### src/rtl/idma_2d_midend_pkg.sv
// Shared types for the 2D iDMA midend: request/response structs, FSM encoding and
// the job-size helper.
package idma_2d_midend_pkg;

  localparam int unsigned RepWidth = 32;
  localparam int unsigned TotWidth = 2 * RepWidth;

  typedef logic [31:0]         addr_t;
  typedef logic [RepWidth-1:0] reps_t;
  typedef logic [TotWidth-1:0] total_t;

  typedef struct packed {
    addr_t      src_addr;
    addr_t      dst_addr;
    addr_t      length;
    logic [7:0] opt;
  } req_t;

  typedef struct packed {
    logic error;
  } rsp_t;

  typedef struct packed {
    req_t  burst_req;
    addr_t src_1d_stride;
    addr_t dst_1d_stride;
    addr_t src_2d_stride;
    addr_t dst_2d_stride;
    reps_t num_1d_reps;
    reps_t num_2d_reps;
  } nd_req_t;

  localparam logic StIdle  = 1'b0;
  localparam logic StIssue = 1'b1;

  function automatic total_t job_total(input reps_t n1, input reps_t n2);
    return total_t'(n1) * total_t'(n2);
  endfunction

endpackage

### src/rtl/idma_2d_midend_if.sv
// Handshake bundle between the ND request source, the 1D backend and the midend.
interface idma_2d_midend_if;
  import idma_2d_midend_pkg::*;

  nd_req_t nd_req;
  logic    nd_req_valid;
  logic    nd_req_ready;
  rsp_t    nd_rsp;
  logic    nd_rsp_valid;
  logic    nd_rsp_ready;
  req_t    burst_req;
  logic    burst_req_valid;
  logic    burst_req_ready;
  rsp_t    burst_rsp;
  logic    burst_rsp_valid;
  logic    burst_rsp_ready;

  modport slave (
    input  nd_req, nd_req_valid, nd_rsp_ready, burst_req_ready, burst_rsp, burst_rsp_valid,
    output nd_req_ready, nd_rsp, nd_rsp_valid, burst_req, burst_req_valid, burst_rsp_ready
  );

  modport master (
    output nd_req, nd_req_valid, nd_rsp_ready, burst_req_ready, burst_rsp, burst_rsp_valid,
    input  nd_req_ready, nd_rsp, nd_rsp_valid, burst_req, burst_req_valid, burst_rsp_ready
  );

endinterface

### src/rtl/idma_2d_midend_fifo.sv
// Small synchronous FIFO holding the burst count of each outstanding ND job.
module idma_2d_midend_fifo #(
  parameter int unsigned Depth = 2,
  parameter int unsigned Width = 64
) (
  input  logic             clk,
  input  logic             rst_n,
  input  logic             push,
  input  logic [Width-1:0] data_in,
  input  logic             pop,
  output logic [Width-1:0] data_out,
  output logic             full,
  output logic             empty
);

  localparam int unsigned PtrW = (Depth > 1) ? $clog2(Depth) : 1;
  localparam int unsigned CntW = $clog2(Depth + 1);

  logic [Width-1:0] mem_q [Depth];
  logic [PtrW-1:0]  rd_q, wr_q;
  logic [CntW-1:0]  cnt_q;
  logic             do_push, do_pop;

  assign full     = (cnt_q == CntW'(Depth));
  assign empty    = (cnt_q == '0);
  assign do_push  = push && !full;
  assign do_pop   = pop && !empty;
  assign data_out = mem_q[rd_q];

  always_ff @(posedge clk or negedge rst_n) begin
    if (!rst_n) begin
      rd_q  <= '0;
      wr_q  <= '0;
      cnt_q <= '0;
    end else begin
      if (do_push) wr_q <= (wr_q == PtrW'(Depth - 1)) ? '0 : wr_q + PtrW'(1);
      if (do_pop)  rd_q <= (rd_q == PtrW'(Depth - 1)) ? '0 : rd_q + PtrW'(1);
      if (do_push && !do_pop)      cnt_q <= cnt_q + CntW'(1);
      else if (do_pop && !do_push) cnt_q <= cnt_q - CntW'(1);
    end
  end

  always_ff @(posedge clk) begin
    if (do_push) mem_q[wr_q] <= data_in;
  end

endmodule

### src/rtl/idma_2d_midend.sv
// Expands 2D iDMA jobs into 1D bursts and folds the burst responses back into one
// response per job.
module idma_2d_midend
  import idma_2d_midend_pkg::*;
#(
  parameter int unsigned NumOutstanding = 2
) (
  input  logic              clk,
  input  logic              rst_n,
  idma_2d_midend_if.slave   bus,
  output logic              busy
);

  logic    state_q;
  nd_req_t nd_q;
  reps_t   i_q, j_q;
  addr_t   src_row_q, dst_row_q, src_cur_q, dst_cur_q;
  logic    fifo_full, fifo_empty;
  total_t  push_total, head_total, rsp_cnt_q, rsp_cnt_inc;
  logic    err_acc_q, nd_rsp_valid_q;
  rsp_t    nd_rsp_q;
  logic    nd_hs, burst_hs, rsp_hs, row_last, complete;

  assign nd_hs      = bus.nd_req_valid && bus.nd_req_ready;
  assign burst_hs   = bus.burst_req_valid && bus.burst_req_ready;
  assign rsp_hs     = bus.burst_rsp_valid && bus.burst_rsp_ready;
  assign row_last   = (i_q == nd_q.num_1d_reps - reps_t'(1));
  assign push_total = job_total(bus.nd_req.num_1d_reps, bus.nd_req.num_2d_reps);

  assign bus.nd_req_ready    = (state_q == StIdle) && !fifo_full;
  assign bus.burst_req_valid = (state_q == StIssue);
  assign bus.nd_rsp_valid    = nd_rsp_valid_q;
  assign bus.nd_rsp          = nd_rsp_q;
  assign bus.burst_rsp_ready = !nd_rsp_valid_q && !fifo_empty;
  assign busy = (state_q == StIssue) || !fifo_empty || nd_rsp_valid_q;

  always_comb begin
    bus.burst_req          = nd_q.burst_req;
    bus.burst_req.src_addr = src_cur_q;
    bus.burst_req.dst_addr = dst_cur_q;
  end

  always_ff @(posedge clk or negedge rst_n) begin
    if (!rst_n) begin
      state_q   <= StIdle;
      nd_q      <= '0;
      i_q       <= '0;
      j_q       <= '0;
      src_row_q <= '0;
      dst_row_q <= '0;
      src_cur_q <= '0;
      dst_cur_q <= '0;
    end else if (nd_hs) begin
      nd_q      <= bus.nd_req;
      i_q       <= '0;
      j_q       <= '0;
      src_row_q <= bus.nd_req.burst_req.src_addr;
      dst_row_q <= bus.nd_req.burst_req.dst_addr;
      src_cur_q <= bus.nd_req.burst_req.src_addr;
      dst_cur_q <= bus.nd_req.burst_req.dst_addr;
      state_q   <= (push_total != '0) ? StIssue : StIdle;
    end else if (burst_hs) begin
      if (!row_last) begin
        i_q       <= i_q + reps_t'(1);
        src_cur_q <= src_cur_q + nd_q.src_1d_stride;
        dst_cur_q <= dst_cur_q + nd_q.dst_1d_stride;
      end else begin
        // Row done: the next burst starts from the advanced row base.
        i_q       <= '0;
        src_row_q <= src_row_q + nd_q.src_2d_stride;
        dst_row_q <= dst_row_q + nd_q.dst_2d_stride;
        src_cur_q <= src_row_q + nd_q.src_2d_stride;
        dst_cur_q <= dst_row_q + nd_q.dst_2d_stride;
        if (j_q == nd_q.num_2d_reps - reps_t'(1)) state_q <= StIdle;
        else                                       j_q     <= j_q + reps_t'(1);
      end
    end
  end

  idma_2d_midend_fifo #(
    .Depth (NumOutstanding),
    .Width (TotWidth)
  ) i_job_fifo (
    .clk      (clk),
    .rst_n    (rst_n),
    .push     (nd_hs),
    .data_in  (push_total),
    .pop      (complete),
    .data_out (head_total),
    .full     (fifo_full),
    .empty    (fifo_empty)
  );

  // Zero-burst jobs complete as soon as they reach the head.
  assign rsp_cnt_inc = rsp_cnt_q + total_t'(1);
  assign complete    = (!fifo_empty && !nd_rsp_valid_q && head_total == '0) ||
                       (rsp_hs && rsp_cnt_inc == head_total);

  always_ff @(posedge clk or negedge rst_n) begin
    if (!rst_n) begin
      nd_rsp_valid_q <= 1'b0;
      nd_rsp_q       <= '0;
      rsp_cnt_q      <= '0;
      err_acc_q      <= 1'b0;
    end else begin
      if (bus.nd_rsp_valid && bus.nd_rsp_ready) nd_rsp_valid_q <= 1'b0;
      if (complete) begin
        nd_rsp_valid_q <= 1'b1;
        nd_rsp_q.error <= err_acc_q | (rsp_hs & bus.burst_rsp.error);
        rsp_cnt_q      <= '0;
        err_acc_q      <= 1'b0;
      end else if (rsp_hs) begin
        rsp_cnt_q <= rsp_cnt_inc;
        err_acc_q <= err_acc_q | bus.burst_rsp.error;
      end
    end
  end

  a_rsp_without_job: assert property (@(posedge clk) disable iff (!rst_n)
    bus.burst_rsp_valid |-> !fifo_empty);

endmodule

### src/flat_wrapper.sv
// flat-port wrapper written by rule: the top's interface ports become plain ports
module idma_2d_midend_flat import idma_2d_midend_pkg::*;
#(
  parameter int unsigned NumOutstanding = 2
)
  (clk, rst_n, busy, bus_nd_req, bus_nd_req_valid, bus_nd_rsp_ready, bus_burst_req_ready, bus_burst_rsp, bus_burst_rsp_valid, bus_nd_req_ready, bus_nd_rsp, bus_nd_rsp_valid, bus_burst_req, bus_burst_req_valid, bus_burst_rsp_ready);
  idma_2d_midend_if bus_i ();
  input  logic clk;
  input  logic rst_n;
  output logic busy;
  input wire logic [$bits(bus_i.nd_req)-1:0] bus_nd_req;
  input wire logic [$bits(bus_i.nd_req_valid)-1:0] bus_nd_req_valid;
  input wire logic [$bits(bus_i.nd_rsp_ready)-1:0] bus_nd_rsp_ready;
  input wire logic [$bits(bus_i.burst_req_ready)-1:0] bus_burst_req_ready;
  input wire logic [$bits(bus_i.burst_rsp)-1:0] bus_burst_rsp;
  input wire logic [$bits(bus_i.burst_rsp_valid)-1:0] bus_burst_rsp_valid;
  output wire logic [$bits(bus_i.nd_req_ready)-1:0] bus_nd_req_ready;
  output wire logic [$bits(bus_i.nd_rsp)-1:0] bus_nd_rsp;
  output wire logic [$bits(bus_i.nd_rsp_valid)-1:0] bus_nd_rsp_valid;
  output wire logic [$bits(bus_i.burst_req)-1:0] bus_burst_req;
  output wire logic [$bits(bus_i.burst_req_valid)-1:0] bus_burst_req_valid;
  output wire logic [$bits(bus_i.burst_rsp_ready)-1:0] bus_burst_rsp_ready;
  assign bus_i.nd_req = bus_nd_req;
  assign bus_i.nd_req_valid = bus_nd_req_valid;
  assign bus_i.nd_rsp_ready = bus_nd_rsp_ready;
  assign bus_i.burst_req_ready = bus_burst_req_ready;
  assign bus_i.burst_rsp = bus_burst_rsp;
  assign bus_i.burst_rsp_valid = bus_burst_rsp_valid;
  assign bus_nd_req_ready = bus_i.nd_req_ready;
  assign bus_nd_rsp = bus_i.nd_rsp;
  assign bus_nd_rsp_valid = bus_i.nd_rsp_valid;
  assign bus_burst_req = bus_i.burst_req;
  assign bus_burst_req_valid = bus_i.burst_req_valid;
  assign bus_burst_rsp_ready = bus_i.burst_rsp_ready;
  idma_2d_midend #(.NumOutstanding(NumOutstanding)) u_core (.clk(clk), .rst_n(rst_n), .bus(bus_i), .busy(busy));
endmodule
### config.mk
export PLATFORM = sky130hd
export DESIGN_NAME = idma_2d_midend_flat
export DESIGN_NICKNAME = d
export VERILOG_FILES = /design/src/rtl/idma_2d_midend_pkg.sv /design/src/rtl/idma_2d_midend_if.sv /design/src/rtl/idma_2d_midend_fifo.sv /design/src/rtl/idma_2d_midend.sv /design/src/flat_wrapper.sv
export SDC_FILE = /design/constraint.sdc
export NUM_CORES = 2
export LEC_CHECK = 0
export CORE_UTILIZATION = 55
export CTS_CLUSTER_SIZE = 8
export DETAILED_ROUTE_END_ITERATION = 8
export GPL_ROUTABILITY_DRIVEN = 0
export PLACE_DENSITY = 0.82
export RECOVER_POWER = 100
export REMOVE_ABC_BUFFERS = 1
export SLEW_MARGIN = 5
export SYNTH_ARGS = -nofsm -noshare
export SYNTH_HDL_FRONTEND = slang
export SYNTH_SLANG_ARGS = --single-unit
### constraint.sdc
create_clock -name clk -period 10.4 [get_ports clk]
set_input_delay 2.08 -clock clk [delete_from_list [all_inputs] [get_ports clk]]
set_output_delay 2.08 -clock clk [all_outputs]
set_load 0.005 [all_outputs]
# [After elaboration in Yosys (flattened, before gate mapping)]
# Memories as Yosys holds them, arrays and structs flattened.
# Index checks and enable logic that the tools add are counted.
[op_classes] reduce_logical=32 multipliers=1 n_mux=36 bitwise=4 n_addsub=13 eq_ne=5
[op_table] operator="$mux 32" n=19
[op_table] operator="$add 32x32->32" n=4
[op_table] operator="$mux 64" n=2
[op_table] operator="$add 32x1->32 const B" n=2
[op_table] operator="$add 64x1->64 const B" n=1
[op_table] operator="$eq 32x32->1" n=2
[op_table] operator="$eq 64x64->1" n=1
[op_table] operator="$logic_not 64->1" n=1
[op_table] operator="$mul 32x32->64" n=1
[op_table] operator="$reduce_bool 64->1" n=1
[op_table] operator="$sub 32x1->32 const B" n=2
[op_table] operator="$mux 1" n=13
[op_table] operator="$logic_and 1x1->1" n=12
[op_table] operator="$reduce_bool 2->1" n=6
[op_table] operator="$reduce_and 3->1" n=2
[op_table] operator="$logic_not 1->1" n=5
[op_table] operator="$mux 2" n=2
[op_table] operator="$logic_or 1x1->1" n=3
[op_table] operator="$add 1x1->1 const B" n=2
[op_table] operator="$add 2x1->2 const B" n=1
[op_table] operator="$eq 2x2->1 const B" n=1
[op_table] operator="$logic_not 2->1" n=1
[op_table] operator="$ne 2x2->1 const B" n=1
[op_table] operator="$or 1x1->1" n=2
[op_table] operator="4 further kinds" n=4
[word_totals] memories=1 reg_bits=496 elab_cells=114 in_bits=303 mem_bits_rw=128 out_inout_bits=110
[memory_table] name="u_core.i_job_fifo.mem_q" depth=2 word_bits=64 rd=1 rd_ports_with_merged_regs=0 write_ports=1 line_no="idma_2d_midend_fifo.sv:19" source="logic [Width-1:0] mem_q [Depth];"

# [Logic depth before layout (Yosys ltp)]
[depth] word_depth=10 depth_mapped=32 ltp_nobuf=30

# [Cells and area by module]
# A second synthesis with hierarchy kept.
[hier_totals] hier_cells=7792 hier_area_um2=70109.7
[by_module_without_submodules] module="idma_2d_midend" seq_area_each_um2=12311.8 area_per_inst_um2=65088.7 n_inst=1 cells_each=7574
[by_module_without_submodules] module="idma_2d_midend_fifo" seq_area_each_um2=3943.8 area_per_inst_um2=5021.1 n_inst=1 cells_each=218

# [Least setup slack after synthesis]
# Ideal clock, no wire load.
[synth_timing] path_type="input to register" startpoint="input bus_nd_req[11]" endpoint="register u_core.state_q (netlist: u_core.bus.burst_req_valid)" path_stages=29 required_ps=10261 setup_ps=139 path_buffers=2 setup_slack_ps=531 t_arrival_ps=9730 cell_sequence="clkbuf_1 nand2_1 fa_1 inv_1 fa_1 inv_1 fa_1 inv_1 fa_1 inv_1 fa_1 fa_1 fa_1 fa_1 inv_1 ha_1 clkbuf_1 nand3_1 nor3_1 nand2_1 a211oi_1 nor3b_1 o21a_1 o41ai_1 xor2_1 or4_1 or3_1 nor4_1 a32oi_1"
[synth_between] elab_chain_cells=4
[synth_lines] element="from (decl)" line_no="flat_wrapper.sv:11" source="input wire logic [$bits(bus_i.nd_req)-1:0] bus_nd_req;"
[synth_lines] element="$mul 32x32->64" line_no="idma_2d_midend_pkg.sv:37" source="return total_t'(n1) * total_t'(n2);"
[synth_lines] element="net u_core.i_job_fifo.data_in[48]" line_no="idma_2d_midend_fifo.sv:9" source="input logic [Width-1:0] data_in,"
[synth_lines] element="$reduce_bool 64->1" line_no="idma_2d_midend.sv:61" source="state_q <= (push_total != '0) ? StIssue : StIdle;"
[synth_lines] element="$mux 1" line_no="idma_2d_midend.sv:61"
[synth_lines] element="$mux 1" line_no="idma_2d_midend.sv:53" source="end else if (nd_hs) begin"
[synth_lines] element="to (signal assigned)" line_no="idma_2d_midend.sv:45" source="state_q <= StIdle;"
[synth_lines] element="to (signal assigned)" line_no="idma_2d_midend.sv:61"
[synth_lines] element="to (signal assigned)" line_no="idma_2d_midend.sv:74" source="if (j_q == nd_q.num_2d_reps - reps_t'(1)) state_q <= StIdle;"
[synth_lines] element="to (decl)" line_no="idma_2d_midend.sv:14" source="logic state_q;"
# The timed path passes the listed nets, and every way through them passes these cells.
# A chain may end at the register's enable or synchronous reset.

# [Worst setup path in the final report]
[layout_timing] startpoint="input bus_nd_req[5]" endpoint="register u_core.state_q (netlist: u_core.bus.burst_req_valid)"
# The elaborated chain is that of the path after synthesis.

==> flow_summary_export.csv <==
group,metric,value,unit
outcome,status,"finished with violations",
outcome,violations,"DRC, capacitance limit, slew limit",
cells_and_area,final_cells,9906,
sta,finalCritPeriodShare,96.71,%
cells_and_area,final_util,63.42,%
floorplan,fp-row-count,130,
sta,max-slew-margin-rel,-232.0,%
synthesis,synthTopCellsByArea,"fa_1 (26%), dfrtp_1 (18%), nand2_1 (7.7%)",
cells_and_area,regArea,16260,sq um
sta,slew_viol_final,1082,
global_routing,overflow,0,
cells_and_area,multi_input_area,48140,sq um
cells_and_area,nNetsFinal,9817,
synthesis,synth_warnings,0,
setup_path,worstSetupStartpoint,"bus_nd_req[5]",
synthesis,avgSynthCellArea,8.924,sq um
synthesis,ys_ff_latch,624,
sta,worstMarginPinSlew,4.953,ns
sta,skew,0.05849,ns
setup_path,critical_path_required,10.91,ns
clocking,numClockSinks,624,
floorplan,die-area,128300,sq um
setup_path,endpoint_kind,"register",
clocking,clk_latency,0.70,ns
sta,hold_viol,0,
route,dr.pass1.iters,9,
clocking,h-tree-depth,3,
synthesis,yosysMostFrequentCell,"nand2_1",
synthesis,netlist_area,69760,sq um
sta,rsz0062_at_grt,"false",
worst_hold_path,min_from,"u_core.bus.burst_req[11]$_DFFE_PN0P_",
synthesis,yosys-top-cells-count,"nand2_1 (1429), inv_1 (955), fa_1 (900)",
setup_path,r2r_slack,1.03,ns
synthesis,synthCells,7817,
placement,io_buffers,412,
floorplan,io-pin-count,413,
global_routing,grt_pass1_wl,324.2,mm
global_routing,grtUsageTotal,32.01,%
route,wl_per_cell,20.73,um
route,drt_wl_total,205.4,mm
placement,hpwl,157.9,mm
setup_path,arrival,10.56,ns
clocking,clockRootBuffer,"clkbuf_16",
synthesis,synth_flop_cell,"dfrtp_1",
clocking,clk_pin_slew_worst_paths,0.05,ns
placement,dp.cells,9780,
synthesis,yosysTopAreaCellShare,25.83,%
sta,max_freq,99.43,MHz
setup_path,timing.rr.start,"u_core.nd_q[32]$_DFFE_PN0P_",
route,drc,17,
synthesis,synth-seq-area-share,23.30,%
flow_run,drv_cap,17,
route,first_iter_violations,6223,
synthesis,async_reset_ff_share,79.49,%
floorplan,die_h,358.1,um
setup_path,crit_end,"u_core.bus.burst_req_valid$_DFFE_PN0P_",
floorplan,die_w,358.1,um
setup_path,start_kind,"input port",
worst_hold_path,hold_path.class,"reg2reg",
setup_path,r2r-end,"u_core.src_row_q[28]$_DFFE_PN0P_",
cells_and_area,area_growth,14.31,%
clocking,cts_setup_buffers,0,
synthesis,synthDistinctLibCells,91,
clocking,cts_tree,"yes",
sta,tns,0,ns
setup_path,crit_type,"in2reg",
sta,setup_viol,0,
global_routing,grt_pass1_vias,61400,
route,ant_nets,0,
sta,fin_crit,10.06,ns
clocking,cts_hold_buf,0,
setup_path,crit_fanout,22,
clocking,cts.path.max_buffers,3,
floorplan,initial_core_util,55.48,%
clocking,cts_buffers,89,
global_routing,grt_max_degree,182,
setup_path,reg2regPathDepth,16,
cells_and_area,nFillCells,9704,
global_routing,antenna_found_initial,7,
floorplan,coreArea,125700,sq um
synthesis,synth_edf_count,128,
cells_and_area,drive_above_1_share,5.419,%
route,vias,58980,
synthesis,yosys.area.top_type,"fa_1",
route,viasPerCell,5.954,
placed cells by master, fill, tap and decap left out, drive strengths merged, types with 37 or more instances in the layout:
master         count
a21oi            268
nor2             396
xnor2            268
a211oi            37
a31oi             49
nand4             84
nor3              95
buf              271
a21o              94
fa               900
ha               393
clkdlybuf4s50    298
o22ai             49
clkbuf           172
nor4              80
nand3            125
o21ai            199
mux2i             79
dfrtp            496
and2             613
dlygate4sd3      112
nand2           1430
xor2             174
and3              42
edfxtp           128
inv              957
through the flow:
step	area, sq um	hold WS [ns]	setup slack (ns)
floorplan	67960	0.4491	-4.518
global placement	77420	0.4566	-0.2502
detailed placement	77420	0.4610	-0.3983
CTS	79940	0.4736	0.3040
global route	79730	0.4871	0.01892
finish	79740	0.4652	0.3426
registers in the layout, indices dropped and copies added (netlist names):
name and cells:
u_core.bus.burst_req_valid 1, u_core.i_job_fifo.mem_q 128, u_core.src_cur_q 32, u_core.i_q 32, u_core.src_row_q 32, u_core.bus.burst_req 40, u_core.j_q 32, u_core.nd_q 192
u_core.bus.nd_rsp 1, u_core.bus.nd_rsp_valid 1, u_core.dst_cur_q 32, u_core.i_job_fifo.cnt_q 2, u_core.err_acc_q 1, u_core.dst_row_q 32, u_core.i_job_fifo.rd_q 1, u_core.i_job_fifo.wr_q 1
u_core.rsp_cnt_q 64
per-layer routing:
layer	vias to the layer above	track usage, %	part of all wire [%]
met5	-	0	0.013
met1	29000	40.23	37
met4	6	16.83	5.6
met2	3425	51.84	46
met3	760	6.997	11
li1	25790	-	-
worst max-delay path, cell delays in order:
cell             delay (ns)
clkdlybuf4s50_1        0.46
buf_12                 0.18
and2_0                 0.16
fa_1                   0.57
fa_1                   0.45
fa_1                   0.53
inv_1                  0.05
fa_1                   0.51
inv_1                  0.07
fa_1                   0.51
inv_1                  0.06
fa_1                   0.52
inv_1                  0.05
fa_1                   0.50
fa_1                   0.43
ha_1                   0.36
nand2_1                0.13
nor3_1                 0.36
o2111a_1               0.29
o31a_1                 0.19
a21boi_1               0.10
xnor2_1                0.15
or4_1                  0.50
or4_1                  0.42
nor4_2                 0.33
nand4_1                0.15
nor4_1                 0.26
a32oi_1                0.16
worst min path at each step:
| stage | endpoint | slack [ns] | cells after the start |
|---|---|---|---|
| after global placement | u_core.bus.burst_req[16]$_DFFE_PN0P_ | 0.46 | 2 |
| after global routing | u_core.bus.burst_req[29]$_DFFE_PN0P_ | 0.49 | 2 |
| after CTS | u_core.bus.burst_req[11]$_DFFE_PN0P_ | 0.47 | 2 |
| final | u_core.bus.burst_req[11]$_DFFE_PN0P_ | 0.47 | 2 |
| after detailed placement | u_core.bus.burst_req[19]$_DFFE_PN0P_ | 0.46 | 2 |
| after floorplan | u_core.err_acc_q$_DFFE_PN0P_ | 0.45 | 2 |
kinds of logic (layout without fill, tap and decap cells):
family	count (synthesis)	count (layout)	synth area share [%]
AOI/OAI and AO/OA	935	935	8.541
muxes	84	84	1.214
DFF	624	624	23.30
buffers and inverters	1387	1819	7.718
xor gates and xnor gates	442	442	5.550
adders and majority gates	1294	1294	32.89
other	0	7	0
and+or+nand+nor	3051	3051	20.78
what timing repair did:
item	CTS	global route
resized for setup	0	4
hold endpoints to repair	0	0
endpoints found under the setup margin	0	1
layout make-up:
cell class	count	area share, %
multi-input combinational	5806	60.37
sequential	624	20.39
clock inverter	9	0.2165
antenna	7	0.02197
timing repair buffer	744	8.972
tap	1650	2.589
clock buffer	110	2.942
inverter	956	4.502
Power is not shown: default switching activity piles up to over one toggle a cycle in this logic, so the estimate is an artifact.
==> edit, RTL diff (same settings) <==
`NumOutstanding` is set to 2 in 2 places; all go to 1.
--- a/src/rtl/idma_2d_midend.sv
+++ b/src/rtl/idma_2d_midend.sv
@@ -4,5 +4,5 @@
   import idma_2d_midend_pkg::*;
 #(
-  parameter int unsigned NumOutstanding = 2
+  parameter int unsigned NumOutstanding = 1
 ) (
   input  logic              clk,
--- a/src/flat_wrapper.sv
+++ b/src/flat_wrapper.sv
@@ -2,5 +2,5 @@
 module idma_2d_midend_flat import idma_2d_midend_pkg::*;
 #(
-  parameter int unsigned NumOutstanding = 2
+  parameter int unsigned NumOutstanding = 1
 )
   (clk, rst_n, busy, bus_nd_req, bus_nd_req_valid, bus_nd_rsp_ready, bus_burst_req_ready, bus_burst_rsp, bus_burst_rsp_valid, bus_nd_req_ready, bus_nd_rsp, bus_nd_rsp_valid, bus_burst_req, bus_burst_req_valid, bus_burst_rsp_ready);
Behaviour: not the same (Yosys sat finds a counterexample within 4 cycles, from zero or initial values and one cycle with rst_n low).
==> edit against the unedited design <==
- the flow finishes with violations (capacitance limit, slew limit)
- first-iteration DRC count down 7.7%
- fmax down 2.3%
- global-route usage decreased by 0.27 points
- design area down 2.8%
- sequential share of layout area shrank 2.0 points
- routed wire length down 4.1%
- sequential cell count shrank 67
- synthesized area is 3.2% lower
- via count is 1.4% lower
- worst setup slack worse by 0.24 ns
- synthesized cell count is 1.2% lower
Power is left out: the tool's default activity adds up to more than one toggle a clock period on the data nets, which glitch-free logic cannot reach.
==> edit: results (changes against the unedited design) <==
| Metric | Value |
|---|---|
| Status | `finished with violations (unchanged)` |
| Failing checks | `capacitance limit, slew limit (was DRC, capacitance limit, slew limit)` |
| Largest net degree at the start of global routing | `122 (was 182)` |
| CTS Buf Count | `80 (was 89)` |
| CP max FO | `47 (was 22)` |
| CP peak stage delay | `2.35 ns (was 0.57 ns)` |
| EDFF count, synth | `64 (was 128)` |
| Routed wl met3 | `17800 µm (was 21600 µm)` |
| Routed wire length per instance | `20.0 µm (was 20.7 µm)` |
| DR WL met2 | `93000 µm (was 95500 µm)` |
| WP data arrival | `10.67 ns (was 10.56 ns)` |
| Flop2flop setup slack | `0.10 ns (was 1.03 ns)` |
| Number of distinct library cells after synthesis | `102 (was 91)` |
| Avg Cell Area, Syn | `8.74 µm² (was 8.92 µm²)` |
| DRT met1 WL | `74700 µm (was 76800 µm)` |
| Clk_lat worst skew | `0.66 ns (was 0.70 ns)` |
| Fin. max-slew vios | `1061 (was 1082)` |
| Max Cap Viol | `16 (was 17)` |
| Largest registers | `u_core.nd_q: 192 flops, u_core.i_job_fifo.mem_q: 64 flops, u_core.rsp_cnt_q: 64 flops (was u_core.nd_q: 192 flops, u_core.i_job_fifo.mem_q: 128 flops, u_core.rsp_cnt_q: 64 flops)` |
| Crit path from | `u_core.nd_q[32]$_DFFE_PN0P_ (was bus_nd_req[5])` |
| Met1 Usage GRT | `40.1% (was 40.2%)` |
| DP Worst Slack | `-0.423 ns (was -0.398 ns)` |
| Nets | `9763 (was 9817)` |
| Largest cells by area after synthesis | `fa_1 (27%), dfrtp_1 (18%), nand2_1 (7.9%), ha_1 (7.3%), and2_1 (5.9%) (was fa_1 (26%), dfrtp_1 (18%), nand2_1 (7.7%), ha_1 (7.0%), edfxtp_1 (5.5%))` |
| Crit-path leading delay family | `buffers and inverters (was adder cells)` |
| Share of cells above drive strength 1 | `6.23% (was 5.42%)` |
| Crit path to | `u_core.src_row_q[26]$_DFFE_PN0P_ (was u_core.bus.burst_req_valid$_DFFE_PN0P_)` |
| Share of the synthesized area in the top cell type | `26.7% (was 25.8%)` |
| Worst setup SP type | `register (was input pin)` |
| Register area share after synthesis | `21.1% (was 23.3%)` |
| Max Fclk | `97.1 MHz (was 99.4 MHz)` |
edit: changes by cell type after synthesis, sizes merged, moves of 22 or more:
cell    unedited run  this run
mux2i             79        32
nor2             396       374
a21oi            268       219
and2             613       638
o21ai            199       253
edfxtp           128        64
edit: worst min-delay path by stage:
stage,startpoint,endpoint,cells past startpoint
5_1_grt,u_core.bus.burst_req[35]$_DFFE_PN0P_,u_core.bus.burst_req[35]$_DFFE_PN0P_,2
3_3_place_gp,u_core.bus.burst_req[8]$_DFFE_PN0P_,u_core.bus.burst_req[8]$_DFFE_PN0P_,2
3_5_place_dp,u_core.bus.burst_req[35]$_DFFE_PN0P_,u_core.bus.burst_req[35]$_DFFE_PN0P_,2
4_1_cts,u_core.bus.burst_req[35]$_DFFE_PN0P_,u_core.bus.burst_req[35]$_DFFE_PN0P_,2
2_1_floorplan,u_core.nd_q[100]$_DFFE_PN0P_,u_core.nd_q[100]$_DFFE_PN0P_,2
6_report,u_core.bus.burst_req[0]$_DFFE_PN0P_,u_core.bus.burst_req[0]$_DFFE_PN0P_,2
edit: repair_timing:
action | CTS | global route
hold endpoints to repair | 0 | 0
resized for setup | 0 | 13
setup endpoints to repair | 0 | 1
setup buffers | 0 | 0
edit: kinds of logic (layout without fill, tap and decap cells):
kind of cell	Yosys count	after routing
buffers and inverters	1379	1845
multiplexers	39	39
XOR/XNOR	416	416
adder cells (fa/ha/maj)	1292	1292
AO/OA/AOI/OAI	945	945
AND/OR/NAND/NOR	3097	3097
flip-flops	557	557
other	0	8
edit: cell type report:
type | instances | area, µm²
well taps | 1625 | 2030
inverters | 945 | 3550
fillers | 9490 | 44200
clock buffers | 97 | 2080
diodes | 8 | 20.0
flip-flops and latches | 557 | 14300
clock inverters | 8 | 140
repair buffers | 795 | 7590
multi-input cells | 5789 | 47800
